File: config.mk
export PLATFORM = sky130hd
export DESIGN_NAME = uart_sim_pattern_monitor
export DESIGN_NICKNAME = d
export VERILOG_FILES = /design/src/rtl/uart_sim_pkg.sv /design/src/rtl/uart_sim_rx_core.sv /design/src/rtl/uart_sim_pattern_monitor.sv
export SDC_FILE = /design/constraint.sdc
export NUM_CORES = 1
export LEC_CHECK = 0
export ABC_AREA = 1
export CAP_MARGIN = 20
export CORE_UTILIZATION = 45
export DETAILED_ROUTE_END_ITERATION = 6
export PLACE_DENSITY = 0.77
export SLEW_MARGIN = 20
export SYNTH_ARGS = -nofsm -noshare
export SYNTH_HDL_FRONTEND = slang
export SYNTH_SLANG_ARGS = --single-unit
File: constraint.sdc
create_clock -name clk_i -period 2.1 [get_ports clk_i]
set_input_delay 0.525 -clock clk_i [delete_from_list [all_inputs] [get_ports clk_i]]
set_output_delay 0.525 -clock clk_i [all_outputs]
set_load 0.01 [all_outputs]
File: src/rtl/uart_sim_pkg.sv
// ---------------------------------------------------------------------------
// uart_sim_pkg
// Shared definitions for the UART simulation pattern monitor:
//   - parity mode constants (none / odd / even)
//   - receive FSM state encoding
//   - baud divider helpers (full bit period and half bit period in clocks)
// ---------------------------------------------------------------------------
package uart_sim_pkg;

  // Parity modes, matched against the PARITY parameter of the monitor
  localparam int PAR_NONE = 0;
  localparam int PAR_ODD  = 1;
  localparam int PAR_EVEN = 2;

  // Receive FSM states
  typedef enum logic [2:0] {
    IDLE,
    START,
    DATA,
    PAR,
    STOP
  } rx_state_e;

  // Clock cycles per bit, integer floor
  function automatic int calc_div(input int clock_freq, input int baud_rate);
    return clock_freq / baud_rate;
  endfunction

  // Clock cycles from the start edge to the middle of the start bit
  function automatic int calc_half(input int clock_freq, input int baud_rate);
    return calc_div(clock_freq, baud_rate) / 2;
  endfunction

endpackage

File: src/rtl/uart_sim_rx_core.sv
// ---------------------------------------------------------------------------
// uart_sim_rx_core
// UART frame receiver: 2-FF input synchroniser, falling-edge start detect,
// baud counter and IDLE/START/DATA/PAR/STOP FSM.
//
// Ports:
//   clk_i         system clock
//   rstn_i        asynchronous active-low reset
//   txd_i         serial line under observation, idle high
//   data_o        last received character, zero-extended above DATA_BITS
//   valid_o       one-cycle pulse when data_o updates
//   frame_err_o   one-cycle pulse with valid_o when the stop bit was low
//   parity_err_o  one-cycle pulse with valid_o on parity mismatch
// ---------------------------------------------------------------------------
module uart_sim_rx_core
  import uart_sim_pkg::*;
#(
  parameter int CLOCK_FREQ = 100000000,
  parameter int BAUD_RATE  = 19200,
  parameter int DATA_BITS  = 8,
  parameter int PARITY     = 0
) (
  input  logic       clk_i,
  input  logic       rstn_i,
  input  logic       txd_i,
  output logic [7:0] data_o,
  output logic       valid_o,
  output logic       frame_err_o,
  output logic       parity_err_o
);

  localparam int DIV   = calc_div(CLOCK_FREQ, BAUD_RATE);
  localparam int HALF  = calc_half(CLOCK_FREQ, BAUD_RATE);
  localparam int CNT_W = $clog2(DIV + 1);

  // The counter expires when it reaches zero, so a reload of N-1 gives an
  // interval of exactly N clocks between samples.
  localparam logic [CNT_W-1:0] DIV_RELOAD  = CNT_W'(DIV - 1);
  localparam logic [CNT_W-1:0] HALF_RELOAD = CNT_W'(HALF - 1);
  localparam logic [3:0]       LAST_BIT    = 4'(DATA_BITS - 1);

  logic             sync_q1;
  logic             sync_q2;
  logic             prev_q;
  logic             rx_bit;
  logic             fall_edge;
  logic             tick;

  rx_state_e        state_q;
  rx_state_e        state_d;
  logic [CNT_W-1:0] baud_q;
  logic [CNT_W-1:0] baud_d;
  logic [3:0]       bit_q;
  logic [3:0]       bit_d;
  logic [7:0]       shift_q;
  logic [7:0]       shift_d;
  logic             perr_q;
  logic             perr_d;
  logic [7:0]       data_d;
  logic             valid_d;
  logic             ferr_out_d;
  logic             perr_out_d;

  // Synchroniser and previous-sample flop reset to the idle line level so
  // that reset release never looks like a start edge.
  always_ff @(posedge clk_i or negedge rstn_i) begin
    if (!rstn_i) begin
      sync_q1 <= 1'b1;
      sync_q2 <= 1'b1;
      prev_q  <= 1'b1;
    end else begin
      sync_q1 <= txd_i;
      sync_q2 <= sync_q1;
      prev_q  <= sync_q2;
    end
  end

  assign rx_bit    = sync_q2;
  assign fall_edge = prev_q & ~sync_q2;
  assign tick      = (baud_q == '0);

  // Next-state logic. The counter free-runs down to zero and holds there;
  // every sampling state reloads it on its tick. Outputs other than data_o
  // default to zero so the result flags are single-cycle pulses.
  always_comb begin
    state_d    = state_q;
    baud_d     = tick ? baud_q : (baud_q - CNT_W'(1));
    bit_d      = bit_q;
    shift_d    = shift_q;
    perr_d     = perr_q;
    data_d     = data_o;
    valid_d    = 1'b0;
    ferr_out_d = 1'b0;
    perr_out_d = 1'b0;

    case (state_q)
      IDLE: begin
        if (fall_edge) begin
          state_d = START;
          baud_d  = HALF_RELOAD;
        end
      end

      START: begin
        if (tick) begin
          if (!rx_bit) begin
            state_d = DATA;
            baud_d  = DIV_RELOAD;
            bit_d   = 4'd0;
            shift_d = 8'h00;
            perr_d  = 1'b0;
          end else begin
            state_d = IDLE;
          end
        end
      end

      DATA: begin
        if (tick) begin
          shift_d[bit_q[2:0]] = rx_bit;
          baud_d              = DIV_RELOAD;
          if (bit_q == LAST_BIT) begin
            state_d = (PARITY != PAR_NONE) ? PAR : STOP;
          end else begin
            bit_d = bit_q + 4'd1;
          end
        end
      end

      PAR: begin
        if (tick) begin
          baud_d  = DIV_RELOAD;
          state_d = STOP;
          if (PARITY == PAR_ODD) begin
            perr_d = ~(^shift_q ^ rx_bit);
          end else begin
            perr_d = ^shift_q ^ rx_bit;
          end
        end
      end

      STOP: begin
        if (tick) begin
          state_d    = IDLE;
          valid_d    = 1'b1;
          data_d     = shift_q;
          ferr_out_d = ~rx_bit;
          perr_out_d = perr_q;
        end
      end

      default: begin
        state_d = IDLE;
      end
    endcase
  end

  // State and datapath registers, including the registered result outputs
  always_ff @(posedge clk_i or negedge rstn_i) begin
    if (!rstn_i) begin
      state_q      <= IDLE;
      baud_q       <= '0;
      bit_q        <= 4'd0;
      shift_q      <= 8'h00;
      perr_q       <= 1'b0;
      data_o       <= 8'h00;
      valid_o      <= 1'b0;
      frame_err_o  <= 1'b0;
      parity_err_o <= 1'b0;
    end else begin
      state_q      <= state_d;
      baud_q       <= baud_d;
      bit_q        <= bit_d;
      shift_q      <= shift_d;
      perr_q       <= perr_d;
      data_o       <= data_d;
      valid_o      <= valid_d;
      frame_err_o  <= ferr_out_d;
      parity_err_o <= perr_out_d;
    end
  end

endmodule

File: src/rtl/uart_sim_pattern_monitor.sv
// ---------------------------------------------------------------------------
// uart_sim_pattern_monitor
// UART receive monitor with expected-string matcher, character counter and
// no-match timeout, giving a bench a single sticky pass/fail indication.
//
// Ports:
//   clk_i         system clock
//   rstn_i        asynchronous active-low reset
//   txd_i         serial line under observation, idle high
//   clr_i         synchronous clear of sticky flags, counter, window, timeout
//   data_o        last received character
//   valid_o       one-cycle pulse when data_o updates
//   frame_err_o   pulse with valid_o when the stop bit was low
//   parity_err_o  pulse with valid_o on parity mismatch
//   match_o       sticky, expected string has been received
//   timeout_o     sticky, TIMEOUT_CYCLES elapsed without a match
//   char_cnt_o    characters received, saturating at 0xFFFF
// ---------------------------------------------------------------------------
module uart_sim_pattern_monitor
  import uart_sim_pkg::*;
#(
  parameter int                       CLOCK_FREQ     = 100000000,
  parameter int                       BAUD_RATE      = 19200,
  parameter int                       DATA_BITS      = 8,
  parameter int                       PARITY         = 0,
  parameter int                       PATTERN_LEN    = 7,
  parameter logic [8*PATTERN_LEN-1:0] PATTERN        = "NEORV32",
  parameter int                       TIMEOUT_CYCLES = 1000000
) (
  input  logic        clk_i,
  input  logic        rstn_i,
  input  logic        txd_i,
  input  logic        clr_i,
  output logic [7:0]  data_o,
  output logic        valid_o,
  output logic        frame_err_o,
  output logic        parity_err_o,
  output logic        match_o,
  output logic        timeout_o,
  output logic [15:0] char_cnt_o
);

  localparam int          WIN_W    = 8 * PATTERN_LEN;
  localparam logic [31:0] TO_LIMIT = 32'(TIMEOUT_CYCLES);

  logic [WIN_W-1:0] win_q;
  logic [WIN_W-1:0] win_shifted;
  logic [WIN_W-1:0] win_next;
  logic [31:0]      to_cnt_q;
  logic [31:0]      to_cnt_inc;
  logic             char_err;
  logic             match_set;
  logic             to_run;
  logic             timeout_hit;

  uart_sim_rx_core #(
    .CLOCK_FREQ (CLOCK_FREQ),
    .BAUD_RATE  (BAUD_RATE),
    .DATA_BITS  (DATA_BITS),
    .PARITY     (PARITY)
  ) u_rx_core (
    .clk_i        (clk_i),
    .rstn_i       (rstn_i),
    .txd_i        (txd_i),
    .data_o       (data_o),
    .valid_o      (valid_o),
    .frame_err_o  (frame_err_o),
    .parity_err_o (parity_err_o)
  );

  // Window and match decode. The match is taken from the window value about
  // to be written so match_o rises together with the window update, one
  // cycle after valid_o. An errored character empties the window, so a
  // corrupted stream can never complete the string across the error.
  always_comb begin
    char_err    = frame_err_o | parity_err_o;
    win_shifted = (win_q << 8) | WIN_W'(data_o);
    win_next    = char_err ? '0 : win_shifted;
    match_set   = valid_o && !clr_i && (win_next == PATTERN);
  end

  // Timeout decode. Counting stops once matched or timed out; a match
  // landing on the threshold cycle suppresses the timeout.
  always_comb begin
    to_cnt_inc  = to_cnt_q + 32'd1;
    to_run      = (TIMEOUT_CYCLES != 0) && !match_o && !match_set && !timeout_o;
    timeout_hit = to_run && (to_cnt_inc == TO_LIMIT);
  end

  // Character counter, match window and sticky match flag. clr_i takes
  // precedence over a valid_o arriving in the same cycle.
  always_ff @(posedge clk_i or negedge rstn_i) begin
    if (!rstn_i) begin
      char_cnt_o <= 16'h0000;
      win_q      <= '0;
      match_o    <= 1'b0;
    end else if (clr_i) begin
      char_cnt_o <= 16'h0000;
      win_q      <= '0;
      match_o    <= 1'b0;
    end else if (valid_o) begin
      if (char_cnt_o != 16'hFFFF) begin
        char_cnt_o <= char_cnt_o + 16'd1;
      end
      win_q <= win_next;
      if (match_set) begin
        match_o <= 1'b1;
      end
    end
  end

  // No-match timeout counter and sticky timeout flag
  always_ff @(posedge clk_i or negedge rstn_i) begin
    if (!rstn_i) begin
      to_cnt_q  <= 32'd0;
      timeout_o <= 1'b0;
    end else if (clr_i) begin
      to_cnt_q  <= 32'd0;
      timeout_o <= 1'b0;
    end else begin
      if (to_run) begin
        to_cnt_q <= to_cnt_inc;
      end
      if (timeout_hit) begin
        timeout_o <= 1'b1;
      end
    end
  end

endmodule

After elaboration in Yosys (flattened, before gate mapping)
Cells that the tools add are included.
{"block": "totals", "reg_bits": 141, "input_bits": 4, "output_inout_bits": 29}
{"block": "op_classes", "magnitude_cmp": 2, "n_reduce_logical": 28, "eq_ne": 16, "mux": 49, "n_bitwise": 5, "addsub": 4}
{"op": "48-bit two-way mux", "count": 2}
{"op": "13-bit two-way mux", "count": 5}
{"op": "32-bit two-way mux", "count": 2}
{"op": "56-bit by 55-bit equality test with 1-bit output (second input constant)", "count": 1}
{"op": "56-bit two-way mux", "count": 1}
{"op": "56-bit by 8-bit OR with 56-bit output", "count": 1}
{"op": "16-bit two-way mux", "count": 3}
{"op": "13-bit one-hot mux with 3 select lines", "count": 1}
{"op": "32-bit by 1-bit adder with 32-bit output (second input constant)", "count": 1}
{"op": "32-bit by 20-bit equality test with 1-bit output (second input constant)", "count": 1}
{"op": "8-bit two-way mux", "count": 3}
{"op": "3-bit two-way mux", "count": 6}
{"op": "16-bit by 1-bit adder with 16-bit output (second input constant)", "count": 1}
{"op": "4-bit two-way mux", "count": 4}
{"op": "16-bit != test (second input constant)", "count": 1}
{"op": "8-bit one-hot mux with 2 select lines", "count": 1}
{"op": "1-bit two-way mux", "count": 15}
{"op": "3-bit one-hot mux with 5 select lines", "count": 1}
{"op": "2-bit nonzero test", "count": 7}
{"op": "13-bit zero test", "count": 1}
{"op": "13-bit by 1-bit subtractor with 13-bit output (second input constant)", "count": 1}
{"op": "2-bit by 1-bit != test with 1-bit output (second input constant)", "count": 6}
{"op": "8-bit bitwise mux", "count": 1}
{"op": "4-bit one-hot mux with 2 select lines", "count": 1}
{"op": "other kinds (24)", "count": 37}

Depth between registers and ports, before layout
{"block": "logic_depth", "ltp_word": 10, "mapped_depth": 15, "ltp_nobuf": 15}

Modules after synthesis
From an unflattened synthesis, not the netlist that was laid out.
{"block": "unflattened", "hier_cells": 1016, "area_unflattened_um2": 7613.6}
{"mod": "uart_sim_pattern_monitor", "n_inst": 1, "cells_each": 708, "seq_area_each_um2": 2452.4, "area_per_inst_um2": 5233.8}
{"mod": "uart_sim_rx_core", "n_inst": 1, "cells_each": 308, "seq_area_each_um2": 1079.8, "area_per_inst_um2": 2379.8}

Least setup slack after synthesis
OpenSTA, ideal clock, no wires.
{"block": "synth_path", "path_type": "flip-flop to flip-flop", "start": "register u_rx_core.baud_q[0]", "end": "register u_rx_core.baud_q[0]", "path_stages_with_launch": 11, "slack_ps": 135, "arrival_ps": 1817, "synth_period_minus_slack_ps": 1965, "setup_ps": 149, "cell_sequence": "dfrtp_1 > inv_1 > ha_1 > inv_1 > nor3_1 > nand4_1 > nor2_1 > inv_1 > ha_1 > o311ai_0 > o2111ai_1"}
{"block": "synth_between", "elab_chain_cells": 5, "elab_cells_between_ends": 8}
{"item": "start: declaration", "line_no": "uart_sim_rx_core.sv:51", "rtl": "logic [CNT_W-1:0] baud_q;"}
{"item": "start signal: assignment", "line_no": "uart_sim_rx_core.sv:172", "rtl": "baud_q <= baud_d;"}
{"item": "13-bit by 1-bit subtractor with 13-bit output or 13-bit zero test (tied branches)", "line_no": "uart_sim_rx_core.sv:87, uart_sim_rx_core.sv:80"}
{"item": "13-bit two-way mux", "line_no": "uart_sim_rx_core.sv:87", "rtl": "baud_d = tick ? baud_q : (baud_q - CNT_W'(1));"}
{"item": "13-bit two-way mux", "line_no": "uart_sim_rx_core.sv:106", "rtl": "if (!rx_bit) begin"}
{"item": "13-bit two-way mux", "line_no": "uart_sim_rx_core.sv:105", "rtl": "if (tick) begin"}
{"item": "13-bit one-hot mux with 3 select lines (*)", "line_no": "uart_sim_rx_core.sv:96", "rtl": "case (state_q)"}
{"item": "net u_rx_core.baud_d[0]", "line_no": "uart_sim_rx_core.sv:52", "rtl": "logic [CNT_W-1:0] baud_d;"}
The timed path passes the listed nets; every way through them passes the cells marked *.
A chain may end at the register's enable or synchronous reset.

Final worst setup path
Ends and elaborated chain as after synthesis.

==> impl_summary.md <==
Clock network
The cell sitting at the root of the clock tree is a sky130_fd_sc_hd__clkbuf_16. The H-tree depth is 4. The number of clock sinks is 141.

Clock-pin slew was measured on the worst setup and hold paths at 0.06 ns. The clock tree from TritonCTS is built. The buffer depth of the longest clock path is 2.

Counting the buffers created by CTS gives 17. For the worst-skew pair, the clock arrives at the later sink with an insertion delay of 0.44 ns.

Synthesis
The mapped netlist covers 7560 um^2. The synthesized design contains 141 register bits. Summing the sequential cell areas from Yosys gives 46.7% of the chip area. The count of unique library cells instantiated by Yosys is 42. The average cell area after synthesis is 7.75 um^2. The synthesized instance count is 976.

The count of warnings emitted by yosys is 0. The net count after synthesis is 985.

Route
In the routed design, unresolved DRC markers number 0. The number of nets with antenna violations after routing is 0. The number of iterations in the first detailed-routing pass is 5. The DRC violation total after the first TritonRoute iteration is 433. Using the TritonRoute via totals, the vias-per-cell ratio works out to 5.21. Wires add up to 18,100 um. The post-detailed-route wirelength per cell is 14.1 um. The overall via count from detail_route is 6,665.

Power and ir drop
IR analysis of the VDD net gives a maximum drop of 0.634 mV. The cell leakage power is 4.01 nW. In this run the power density over the cells is 814 nW/um^2.

The total chip power is 0.00742 W.

Run status
The flow ran to the end, and the final reports show no timing, DRC or antenna violations.

Die
For this configuration, the core starts out at a cell density of 45.9%. The floorplan has 47 rows. The number of I/O pins is 33. The die outline width is 132 um. The placeable core area is 16,500 um^2. Measured along the y axis, the die boundary spans 132 um.

The area of the die is 17,300 um^2.

Global routing
The first global-routing pass estimated 30,800 um of wire. The maximum number of pins on one net before global-route repair is 50. Global routing consumed, over all layers together, 22.1% of the routing resources. The overall overflow remaining after global route is 0.

The via count of the first global-routing pass is 6,501. The number of antenna violations at the first check in global routing came to 0.

Worst setup path
For the worst setup path, the data required time is 2.39 ns. The kind of critical path is flop to flop. The worst-case register-to-register setup slack is 0.05 ns. The worst setup path is captured at a flop. The data arrival time of the worst path is 2.34 ns.

Along the worst path, the maximum fanout reaches 2. STA classifies the critical path startpoint as a flop.

STA
The final-report max-slew violation count is 0. The final worst-path cycle share is 97.7%. Timing would allow up to 487 MHz. The pin slew with the least headroom to its limit is 0.486 ns. The routed design could run at a clock period as short as 2.05 ns. Setup repair after global routing could not meet its margin everywhere. Across the routed clock network, the largest skew measured is 0.0155 ns. Setup violations remaining at the end of the flow were counted as 0.

The relative max-transition margin is 67.4%. The final count of hold timing violations is 0.

Finish
The fraction of layout instances using a drive strength above 1 is 13.8%. 0 antenna diodes ended up in the layout. In the layout the commonest cells are sky130_fd_sc_hd__nand2_1, sky130_fd_sc_hd__inv_1, sky130_fd_sc_hd__dfrtp_1, sky130_fd_sc_hd__nor2_1, sky130_fd_sc_hd__nand3_1.

The post-synthesis to final-layout area growth is 20.5%. The share of the core filled with cells in the final layout is 55.3%. The final net count is 1,056.

The fill cell total of the finished layout is 1,448. Leaving out fill and tap cells, the most frequent cell in the layout is sky130_fd_sc_hd__nand2_1.

Placed design
The count of buffers from port buffering is 32. The placed wire-length estimate is 12,500 um. At the end of routability-driven placement, the weighted congestion stood at 0.899.

Run
The reported max-cap violation count is 0.

Hold path
The type of the most critical hold path is primary input to async pin.
==> routing by layer <==
metal	vias to the layer above	wire [um]	track usage (%)	share of wire [%]
met5	-	0	0	0
met4	0	267	6.65	1.5
met3	26	956	5.02	5.3
met2	201	8660	35.6	48
met1	3137	8200	29.7	45
li1	3301	-	-	-
==> power breakdown <==
part | leakage, nW | total (W) | switching [W] | internal [W]
Clock | 0.285 | 0.00305 | 0.00118 | 0.00187
Combinational | 1.79 | 0.00135 | 0.000831 | 0.000520
Sequential | 1.93 | 0.00302 | 0.000157 | 0.00286
==> logic make-up after synthesis <==
| family | synth area share [%] |
|---|---|
| flops | 46.7 |
| fa+ha+maj | 0.828 |
| compound gates | 12.7 |
| xor+xnor | 2.55 |
| simple gates | 28.0 |
| buf+inv | 9.24 |
==> cell type report <==
class / instances / area, um^2 / area share [%]
tap: 220 / 275 / 3.02
clock inverter: 11 / 148 / 1.62
multi-input combinational: 661 / 3430 / 37.7
inverter: 153 / 579 / 6.36
clock buffer: 21 / 440 / 4.83
timing repair buffer: 73 / 704 / 7.73
sequential: 141 / 3530 / 38.8
==> flip-flops by register name, summed over array words and instances, names as in the netlist, 3 cells and up <==
name and count:
u_rx_core.bit_q 4, win_q 48, char_cnt_o 16, u_rx_core.baud_q 13
to_cnt_q 32, u_rx_core.shift_q 8, u_rx_core.data_o 8, u_rx_core.state_q 3
==> cell usage after synthesis (all sizes together) <==
master | count | area [um^2]
buf | 13 | 90.1
o31ai | 6 | 45.0
a21oi | 22 | 125
o32ai | 12 | 105
clkbuf | 9 | 33.8
nand4 | 21 | 131
o311ai | 1 | 8.76
clkinv | 1 | 3.75
nand3 | 59 | 300
xnor2 | 4 | 35.0
nor3 | 25 | 156
nor2 | 120 | 518
a211oi | 1 | 7.51
o21a | 1 | 7.51
o22ai | 26 | 163
o2111ai | 2 | 17.5
nand2 | 249 | 967
or2 | 2 | 12.5
nand3b | 4 | 30.0
inv | 152 | 571
o21ai | 81 | 473
dfrtp | 138 | 3450
a31oi | 1 | 6.26
dfstp | 3 | 78.8
xor2 | 18 | 158
ha | 5 | 62.6
==> worst max-delay path, cell delays in order (launching register included) <==
cell and delay [ns]:
sky130_fd_sc_hd__dfrtp_1 0.39, sky130_fd_sc_hd__inv_2 0.06, sky130_fd_sc_hd__ha_2 0.18, sky130_fd_sc_hd__inv_1 0.07
sky130_fd_sc_hd__nor3_2 0.18, sky130_fd_sc_hd__nand4_1 0.14, sky130_fd_sc_hd__nor2_2 0.18, sky130_fd_sc_hd__inv_2 0.07
sky130_fd_sc_hd__ha_4 0.22, sky130_fd_sc_hd__buf_4 0.14, sky130_fd_sc_hd__o21ai_2 0.12, sky130_fd_sc_hd__o2111ai_2 0.14
==> repair_timing <==
item | 4_1_cts | 5_1_grt
gates resized for setup | 2 | 26
cloned | 1 | 0
hold buffers | 0 | 0
endpoints found under the setup margin | 3 | 26
setup buffers | 0 | 2
pin swaps | 1 | 7
==> stage by stage <==
step | TNS, ns | cells | hold slack [ns] | setup slack (ns) | instance area (um^2)
finish | 0 | 1280 | 0.0166 | 0.0475 | 9110
global route | -0.240 | 1280 | 0.0373 | -0.120 | 9110
CTS | -0.0129 | 1278 | 0.0247 | -0.0129 | 9000
detailed placement | -4.79 | 1245 | 0.347 | -0.204 | 8400
global placement | -4.37 | 1245 | 0.345 | -0.180 | 8400
floorplan | 0 | 976 | 0.229 | 0.135 | 7560
==> final timing paths <==
check	from	endpoint	cells past startpoint
min in group clk_i	u_rx_core.sync_q1	u_rx_core.rx_bit	0
min reg2reg	u_rx_core.sync_q1	u_rx_core.rx_bit	0
min	rstn_i	win_q[22]	1
max in group asynchronous	rstn_i	u_rx_core.rx_bit	2
max reg2reg	u_rx_core.baud_q[0]	u_rx_core.baud_q[0]	11
max	u_rx_core.baud_q[0]	u_rx_core.baud_q[0]	11
Note: power is estimated with default switching activity, not from simulation.
